==> src/rtl/seven_seg_pkg.sv <==
// Shared types and hex decode for the seven-segment scan controller.
package seven_seg_pkg;

  typedef enum logic [1:0] {
    AddrValue  = 2'd0,
    AddrDigen  = 2'd1,
    AddrDpmask = 2'd2,
    AddrCtrl   = 2'd3
  } reg_addr_e;

  typedef enum logic [1:0] {
    ScanIdle  = 2'd0,
    ScanBlank = 2'd1,
    ScanDrive = 2'd2
  } scan_state_e;

  localparam logic [1:0] StIdle  = ScanIdle;
  localparam logic [1:0] StBlank = ScanBlank;
  localparam logic [1:0] StDrive = ScanDrive;

  // Segment order {a,b,c,d,e,f,g}; 0 = lit.
  typedef logic [6:0] segments_t;

  function automatic segments_t hex_to_seg(input logic [3:0] nib);
    segments_t seg;
    case (nib)
      4'h0: seg = 7'b0000001;
      4'h1: seg = 7'b1001111;
      4'h2: seg = 7'b0010010;
      4'h3: seg = 7'b0000110;
      4'h4: seg = 7'b1001100;
      4'h5: seg = 7'b0100100;
      4'h6: seg = 7'b0100000;
      4'h7: seg = 7'b0001111;
      4'h8: seg = 7'b0000000;
      4'h9: seg = 7'b0000100;
      4'hA: seg = 7'b0001000;
      4'hB: seg = 7'b1100000;
      4'hC: seg = 7'b0110001;
      4'hD: seg = 7'b1000010;
      4'hE: seg = 7'b0110000;
      default: seg = 7'b0111000;
    endcase
    return seg;
  endfunction

endpackage

==> src/rtl/seven_seg_slot_timer.sv <==
// Slot sequencer: blank/drive timing, digit index and frame-boundary tick.
module seven_seg_slot_timer
  import seven_seg_pkg::*;
#(
  parameter int unsigned NUM_DIGITS   = 8,
  parameter int unsigned REFRESH_DIV  = 100000,
  parameter int unsigned BLANK_CYCLES = 1000,
  localparam int unsigned IdxW = (NUM_DIGITS > 1) ? $clog2(NUM_DIGITS) : 1,
  localparam int unsigned CntW = $clog2(REFRESH_DIV)
) (
  input  logic            clk_i,
  input  logic            rst_n_i,
  input  logic            enable_i,
  output logic [1:0]      state_nxt_o,
  output logic [IdxW-1:0] idx_nxt_o,
  output logic            frame_tick_o
);

  localparam logic [CntW-1:0] BlankLast = CntW'(BLANK_CYCLES - 1);
  localparam logic [CntW-1:0] DriveLast = CntW'(REFRESH_DIV - BLANK_CYCLES - 1);
  localparam logic [IdxW-1:0] IdxLast   = IdxW'(NUM_DIGITS - 1);

  logic [1:0]      state_q, state_d;
  logic [CntW-1:0] cnt_q, cnt_d;
  logic [IdxW-1:0] idx_q, idx_d;
  logic            frame_tick;

  always_comb begin
    state_d    = state_q;
    cnt_d      = cnt_q;
    idx_d      = idx_q;
    frame_tick = 1'b0;
    if (!enable_i) begin
      state_d = StIdle;
      cnt_d   = '0;
      idx_d   = '0;
    end else begin
      case (state_q)
        StBlank: begin
          if (cnt_q == BlankLast) begin
            state_d = StDrive;
            cnt_d   = '0;
          end else begin
            cnt_d = cnt_q + CntW'(1);
          end
        end
        StDrive: begin
          if (cnt_q == DriveLast) begin
            state_d = StBlank;
            cnt_d   = '0;
            if (idx_q == IdxLast) begin
              idx_d      = '0;
              frame_tick = 1'b1;
            end else begin
              idx_d = idx_q + IdxW'(1);
            end
          end else begin
            cnt_d = cnt_q + CntW'(1);
          end
        end
        default: begin
          // Leaving idle always starts a fresh frame at digit 0.
          state_d    = StBlank;
          cnt_d      = '0;
          idx_d      = '0;
          frame_tick = 1'b1;
        end
      endcase
    end
  end

  always_ff @(posedge clk_i or negedge rst_n_i) begin
    if (!rst_n_i) begin
      state_q <= StIdle;
      cnt_q   <= '0;
      idx_q   <= '0;
    end else begin
      state_q <= state_d;
      cnt_q   <= cnt_d;
      idx_q   <= idx_d;
    end
  end

  assign state_nxt_o  = state_d;
  assign idx_nxt_o    = idx_d;
  assign frame_tick_o = frame_tick;

endmodule

==> src/rtl/seven_seg_scan_ctrl.sv <==
// Eight-digit multiplexed seven-segment driver with shadow registers copied at frame boundaries.
module seven_seg_scan_ctrl
  import seven_seg_pkg::*;
#(
  parameter int unsigned NUM_DIGITS   = 8,
  parameter int unsigned REFRESH_DIV  = 100000,
  parameter int unsigned BLANK_CYCLES = 1000
) (
  input  logic                  clk_i,
  input  logic                  rst_n_i,
  input  logic                  wr_en_i,
  input  logic [1:0]            wr_addr_i,
  input  logic [31:0]           wr_data_i,
  input  logic [1:0]            rd_addr_i,
  output logic [31:0]           rd_data_o,
  output logic                  ca_o,
  output logic                  cb_o,
  output logic                  cc_o,
  output logic                  cd_o,
  output logic                  ce_o,
  output logic                  cf_o,
  output logic                  cg_o,
  output logic                  dp_o,
  output logic [NUM_DIGITS-1:0] anode_o,
  output logic                  frame_o
);

  localparam int unsigned IdxW = (NUM_DIGITS > 1) ? $clog2(NUM_DIGITS) : 1;

  logic [31:0]           value_q, active_value_q;
  logic [NUM_DIGITS-1:0] digen_q, dpmask_q, active_digen_q, active_dpmask_q;
  logic                  enable_q, enable_d, pending_q, pending_d;
  logic                  wr_value, wr_digen, wr_dpmask, wr_ctrl;
  logic [31:0]           rd_data_d, rd_data_q;
  logic [1:0]            state_nxt;
  logic [IdxW-1:0]       idx_nxt;
  logic                  frame_tick, frame_q;
  logic [NUM_DIGITS-1:0] anode_d, anode_q;
  segments_t             seg_d, seg_q;
  logic                  dp_d, dp_q;

  assign wr_value  = wr_en_i && (wr_addr_i == AddrValue);
  assign wr_digen  = wr_en_i && (wr_addr_i == AddrDigen);
  assign wr_dpmask = wr_en_i && (wr_addr_i == AddrDpmask);
  assign wr_ctrl   = wr_en_i && (wr_addr_i == AddrCtrl);

  // The timer sees the incoming enable so a CTRL write acts on its own edge.
  assign enable_d = wr_ctrl ? wr_data_i[0] : enable_q;

  always_comb begin
    pending_d = pending_q;
    if (wr_value || wr_digen || wr_dpmask) begin
      pending_d = 1'b1;
    end else if (frame_tick) begin
      pending_d = 1'b0;
    end
  end

  seven_seg_slot_timer #(
    .NUM_DIGITS  (NUM_DIGITS),
    .REFRESH_DIV (REFRESH_DIV),
    .BLANK_CYCLES(BLANK_CYCLES)
  ) u_slot_timer (
    .clk_i       (clk_i),
    .rst_n_i     (rst_n_i),
    .enable_i    (enable_d),
    .state_nxt_o (state_nxt),
    .idx_nxt_o   (idx_nxt),
    .frame_tick_o(frame_tick)
  );

  always_comb begin
    case (rd_addr_i)
      AddrValue:  rd_data_d = value_q;
      AddrDigen:  rd_data_d = 32'(digen_q);
      AddrDpmask: rd_data_d = 32'(dpmask_q);
      default:    rd_data_d = {30'b0, pending_q, enable_q};
    endcase
  end

  // Active registers only change on copy edges, where the next state is blank.
  always_comb begin
    anode_d = '1;
    seg_d   = '1;
    dp_d    = 1'b1;
    if (state_nxt == StDrive) begin
      seg_d = hex_to_seg(active_value_q[4*idx_nxt +: 4]);
      dp_d  = ~active_dpmask_q[idx_nxt];
      if (active_digen_q[idx_nxt]) begin
        anode_d[idx_nxt] = 1'b0;
      end
    end
  end

  always_ff @(posedge clk_i or negedge rst_n_i) begin
    if (!rst_n_i) begin
      value_q         <= '0;
      digen_q         <= '1;
      dpmask_q        <= '0;
      enable_q        <= 1'b0;
      pending_q       <= 1'b0;
      active_value_q  <= '0;
      active_digen_q  <= '1;
      active_dpmask_q <= '0;
      rd_data_q       <= '0;
      frame_q         <= 1'b0;
      anode_q         <= '1;
      seg_q           <= '1;
      dp_q            <= 1'b1;
    end else begin
      if (frame_tick) begin
        active_value_q  <= value_q;
        active_digen_q  <= digen_q;
        active_dpmask_q <= dpmask_q;
      end
      if (wr_value)  value_q  <= wr_data_i;
      if (wr_digen)  digen_q  <= wr_data_i[NUM_DIGITS-1:0];
      if (wr_dpmask) dpmask_q <= wr_data_i[NUM_DIGITS-1:0];
      enable_q  <= enable_d;
      pending_q <= pending_d;
      rd_data_q <= rd_data_d;
      frame_q   <= frame_tick;
      anode_q   <= anode_d;
      seg_q     <= seg_d;
      dp_q      <= dp_d;
    end
  end

  assign rd_data_o = rd_data_q;
  assign frame_o   = frame_q;
  assign anode_o   = anode_q;
  assign {ca_o, cb_o, cc_o, cd_o, ce_o, cf_o, cg_o} = seg_q;
  assign dp_o      = dp_q;

endmodule

==> config.mk <==
export PLATFORM = sky130hd
export DESIGN_NAME = seven_seg_scan_ctrl
export DESIGN_NICKNAME = d
export VERILOG_FILES = /design/src/rtl/seven_seg_pkg.sv /design/src/rtl/seven_seg_slot_timer.sv /design/src/rtl/seven_seg_scan_ctrl.sv
export SDC_FILE = /design/constraint.sdc
export NUM_CORES = 1
export LEC_CHECK = 0
export ABC_AREA = 1
export CAP_MARGIN = 5
export CORE_ASPECT_RATIO = 1.25
export CORE_MARGIN = 2
export CORE_UTILIZATION = 45
export CTS_BUF_LIST = sky130_fd_sc_hd__clkbuf_4
export DETAILED_ROUTE_END_ITERATION = 10
export PLACE_DENSITY_LB_ADDON = 0.3
export SLEW_MARGIN = 20
export SYNTH_ARGS = -nofsm -noshare
export SYNTH_HDL_FRONTEND = slang
export SYNTH_SLANG_ARGS = --single-unit
export TNS_END_PERCENT = 100
==> constraint.sdc <==
create_clock -name clk_i -period 3.35 [get_ports clk_i]
set_input_delay 0.67 -clock clk_i [delete_from_list [all_inputs] [get_ports clk_i]]
set_output_delay 0.67 -clock clk_i [all_outputs]
set_load 0.005 [all_outputs]
==> reports/results.ini <==
[yosys]
synth_flop_cell = dfrtp_1
synth_cell_type_count = 39
yosysTopAreaCell = dfrtp_1
yosys-top-cells-count = nand2_1, dfrtp_1, inv_1, nor2_1, o21ai_0
synth_edf_count = 0
ys_seq_area_share_pct = 57.4
synth-async-reset-ratio_pct = 100
syn_area_per_cell_um2 = 8.86
yosys_warnings = 0
netlist_top_cells_area = dfrtp_1, dfstp_2, nand2_1
synth_top_area_share_pct = 46.1
synth-seq-cells = 169
post-synth-top-count-cell = nand2_1
netlist_instances = 839
mappedNetlistArea_mm2 = 0.00744
syn-num-nets = 889

[timing]
timing.fmax_ghz = 0.349
rsz0062_at_grt = no
fin_skew_ps = 20.5
maxSlewHeadroom_pct = 50.6
drv_slew = 0
setup_viol = 0
setup-tns-final_ps = 0
layout_min_cycle_time_ps = 2870
tightest_slew_ps = 741
fin_crit_sh_pct = 85.6
final_hold_viol_count = 0
whs_ps = 93.4

[placed_design]
dp.cells = 1131
postPlaceCellArea_mm2 = 0.00859
gp_congestion = 0.848
port_buffers = 87
hpwl_mm = 11.3

[global_routing]
grt.overflow.total = 0
grt_max_degree = 81
grt_pass1_vias = 5416
antenna_found_initial = 1
grtUsageTotal_pct = 19.0
grt_pass1_wl_mm = 26.4

[floorplan]
row_count = 52
start_util_pct = 45.9
design.core.area_mm2 = 0.0162
die_x_um = 119
dieArea_mm2 = 0.0176
die_h_um = 148
ios = 88

[power_and_ir_drop]
powerDensity_mw_per_mm2 = 596
internal-power_mw = 3.43
power.net_switching_mw = 1.86
vdd.ir_drop.worst_mv = 0.363
p_leak_nw = 4.27
p_sw_share_pct = 35.2
pwr-share-seq_pct = 51.8
p_comb_share_pct = 26.5
p_clk_share_pct = 21.7

[critical_path]
cpPeakStageDelay_ps = 400
r2r_slack_ps = 480
crit_buf_inv = 2
crit_top_cell = nand2_1
crit_slowest_cell = dfrtp_1
setup.worst_path.start_class = register
endpoint_kind = register
reg2reg_from = u_slot_timer.cnt_q[0]
required_ps = 3860
critPathMaxFanout = 22
path_class = register to register
path_cells = ha_1, nand2_1, inv_1, nand2_1, nor2_2, nand3_1, nand2_1, nand2_1, nand2_2, nand2_4, nand2_4, nand2_1, o211ai_1, nand2_1, nor2_4, inv_1, ha_1, o21ai_0, nand2_1, nand2_1, nand3_1
timing.rr.end = seg_q[3]
cp_top_family = simple AND/OR/NAND/NOR gates
r2r_cells = 21
crit_arrival_ps = 3380

[clock_network]
clock-sinks = 169
cts_tree = built
worst_skew_pair.late_latency_ps = 590
clk_pin_slew_ps = 150
cts-root-buf = clkbuf_4
htreeDepth = 4
numCtsBuffers = 17
cts_resized = 0
hold_buffers = 0
post_cts_buffers = 0
ctsLongestPathBuffers = 2

[cells_and_area]
final_cells = 1164
syn_to_final_growth_pct = 19.2
final-seq-area_mm2 = 0.00427
num-fill-cells = 1488
fin_nets = 984
final_core_util_pct = 54.7
drive_above_1_share_pct = 13.3
fin_area_mm2 = 0.00887
multi_input_area_mm2 = 0.00264

[detailed_routing]
firstDrtPassIters = 5
vias = 5625
drt-total-wl_mm = 15.8
ant_nets = 0
vias_per_cell = 4.83
avgRoutedWirePerCell_um = 13.6
drc = 0
dr.first_iter.drc_count = 305

[run]
drv_cap = 0

[run_status]
status = completed

[hold_path]
min_path_type = input pin to async pin

sequential cells by signal, summed over array words and instances, names as in the netlist:
name                  count
active_value_q           32
rd_data_o                32
value_q                  32
u_slot_timer.cnt_q       17
active_digen_q            8
active_dpmask_q           8
anode_o                   8
digen_q                   8
dpmask_q                  8
seg_q                     7
u_slot_timer.idx_q        3
u_slot_timer.state_q      2
dp_o                      1
enable_q                  1
frame_o                   1
pending_q                 1
cell families after synthesis:
group | Yosys count | synth area share (%)
AOI/OAI and AO/OA | 122 | 9.27
xor gates and xnor gates | 7 | 0.824
adders and majority gates | 11 | 1.85
buffers and inverters | 135 | 7.20
DFF | 169 | 57.4
and+or+nand+nor | 395 | 23.5
layout by cell type, fill, tap and decap left out, drive strengths merged, types with 2 or more instances in the layout:
cell type	count
nand3	36
clkinvlp	3
o21ai	73
nor2	103
dfstp	32
nor3	11
xor2	6
buf	16
o22ai	2
o221ai	3
nor3b	2
ha	11
dfrtp	137
nand2	231
clkbuf	18
clkdlybuf4s50	86
clkinv	6
nand3b	5
inv	113
nand4	5
a21oi	28
o211ai	13
layout make-up:
cell class / instances / area share [%]
Clock inverter: 14 / 1.59
Multi-Input combinational cell: 535 / 29.8
Inverter: 109 / 4.61
Tap cell: 216 / 3.05
Sequential cell: 169 / 48.1
Antenna cell: 1 / 0.0282
Timing Repair Buffer: 102 / 11.2
Clock buffer: 18 / 1.52
through the flow:
stage / power, mW / setup WS (ps)
floorplan: 3.64 / 767
global placement: 4.14 / 156
detailed placement: 4.18 / 93.4
CTS: 5.34 / 479
global route: 5.66 / 181
finish: 5.29 / 483
worst max path at each step:
stage | startpoint | endpoint | slack, ps | cells past startpoint
after global placement | wr_addr_i[0] | seg_q[3] | 160 | 17
after CTS | u_slot_timer.cnt_q[0] | seg_q[3] | 480 | 21
after global routing | u_slot_timer.cnt_q[0] | seg_q[3] | 180 | 21
after detailed placement | wr_addr_i[0] | seg_q[3] | 90 | 17
final | u_slot_timer.cnt_q[0] | seg_q[3] | 480 | 21
after floorplan | u_slot_timer.idx_q[0] | seg_q[3] | 770 | 17
per-layer routing:
layer | track usage (%) | vias to the layer above | routed length (um)
met5 | 0 | - | 0
met3 | 3.67 | 32 | 514
met4 | 8.51 | 0 | 405
li1 | - | 2836 | -
met2 | 31.4 | 115 | 7740
met1 | 24.4 | 2642 | 7150
power by group through the flow:
stage | Combinational, mW | Clock [mW] | Sequential (mW)
finish | 1.40 | 1.15 | 2.74
global route | 1.61 | 1.26 | 2.78
CTS | 1.41 | 1.19 | 2.74
detailed placement | 1.40 | 0 | 2.78
global placement | 1.38 | 0 | 2.77
floorplan | 0.935 | 0 | 2.71
Power figures use the tool's default switching activity.
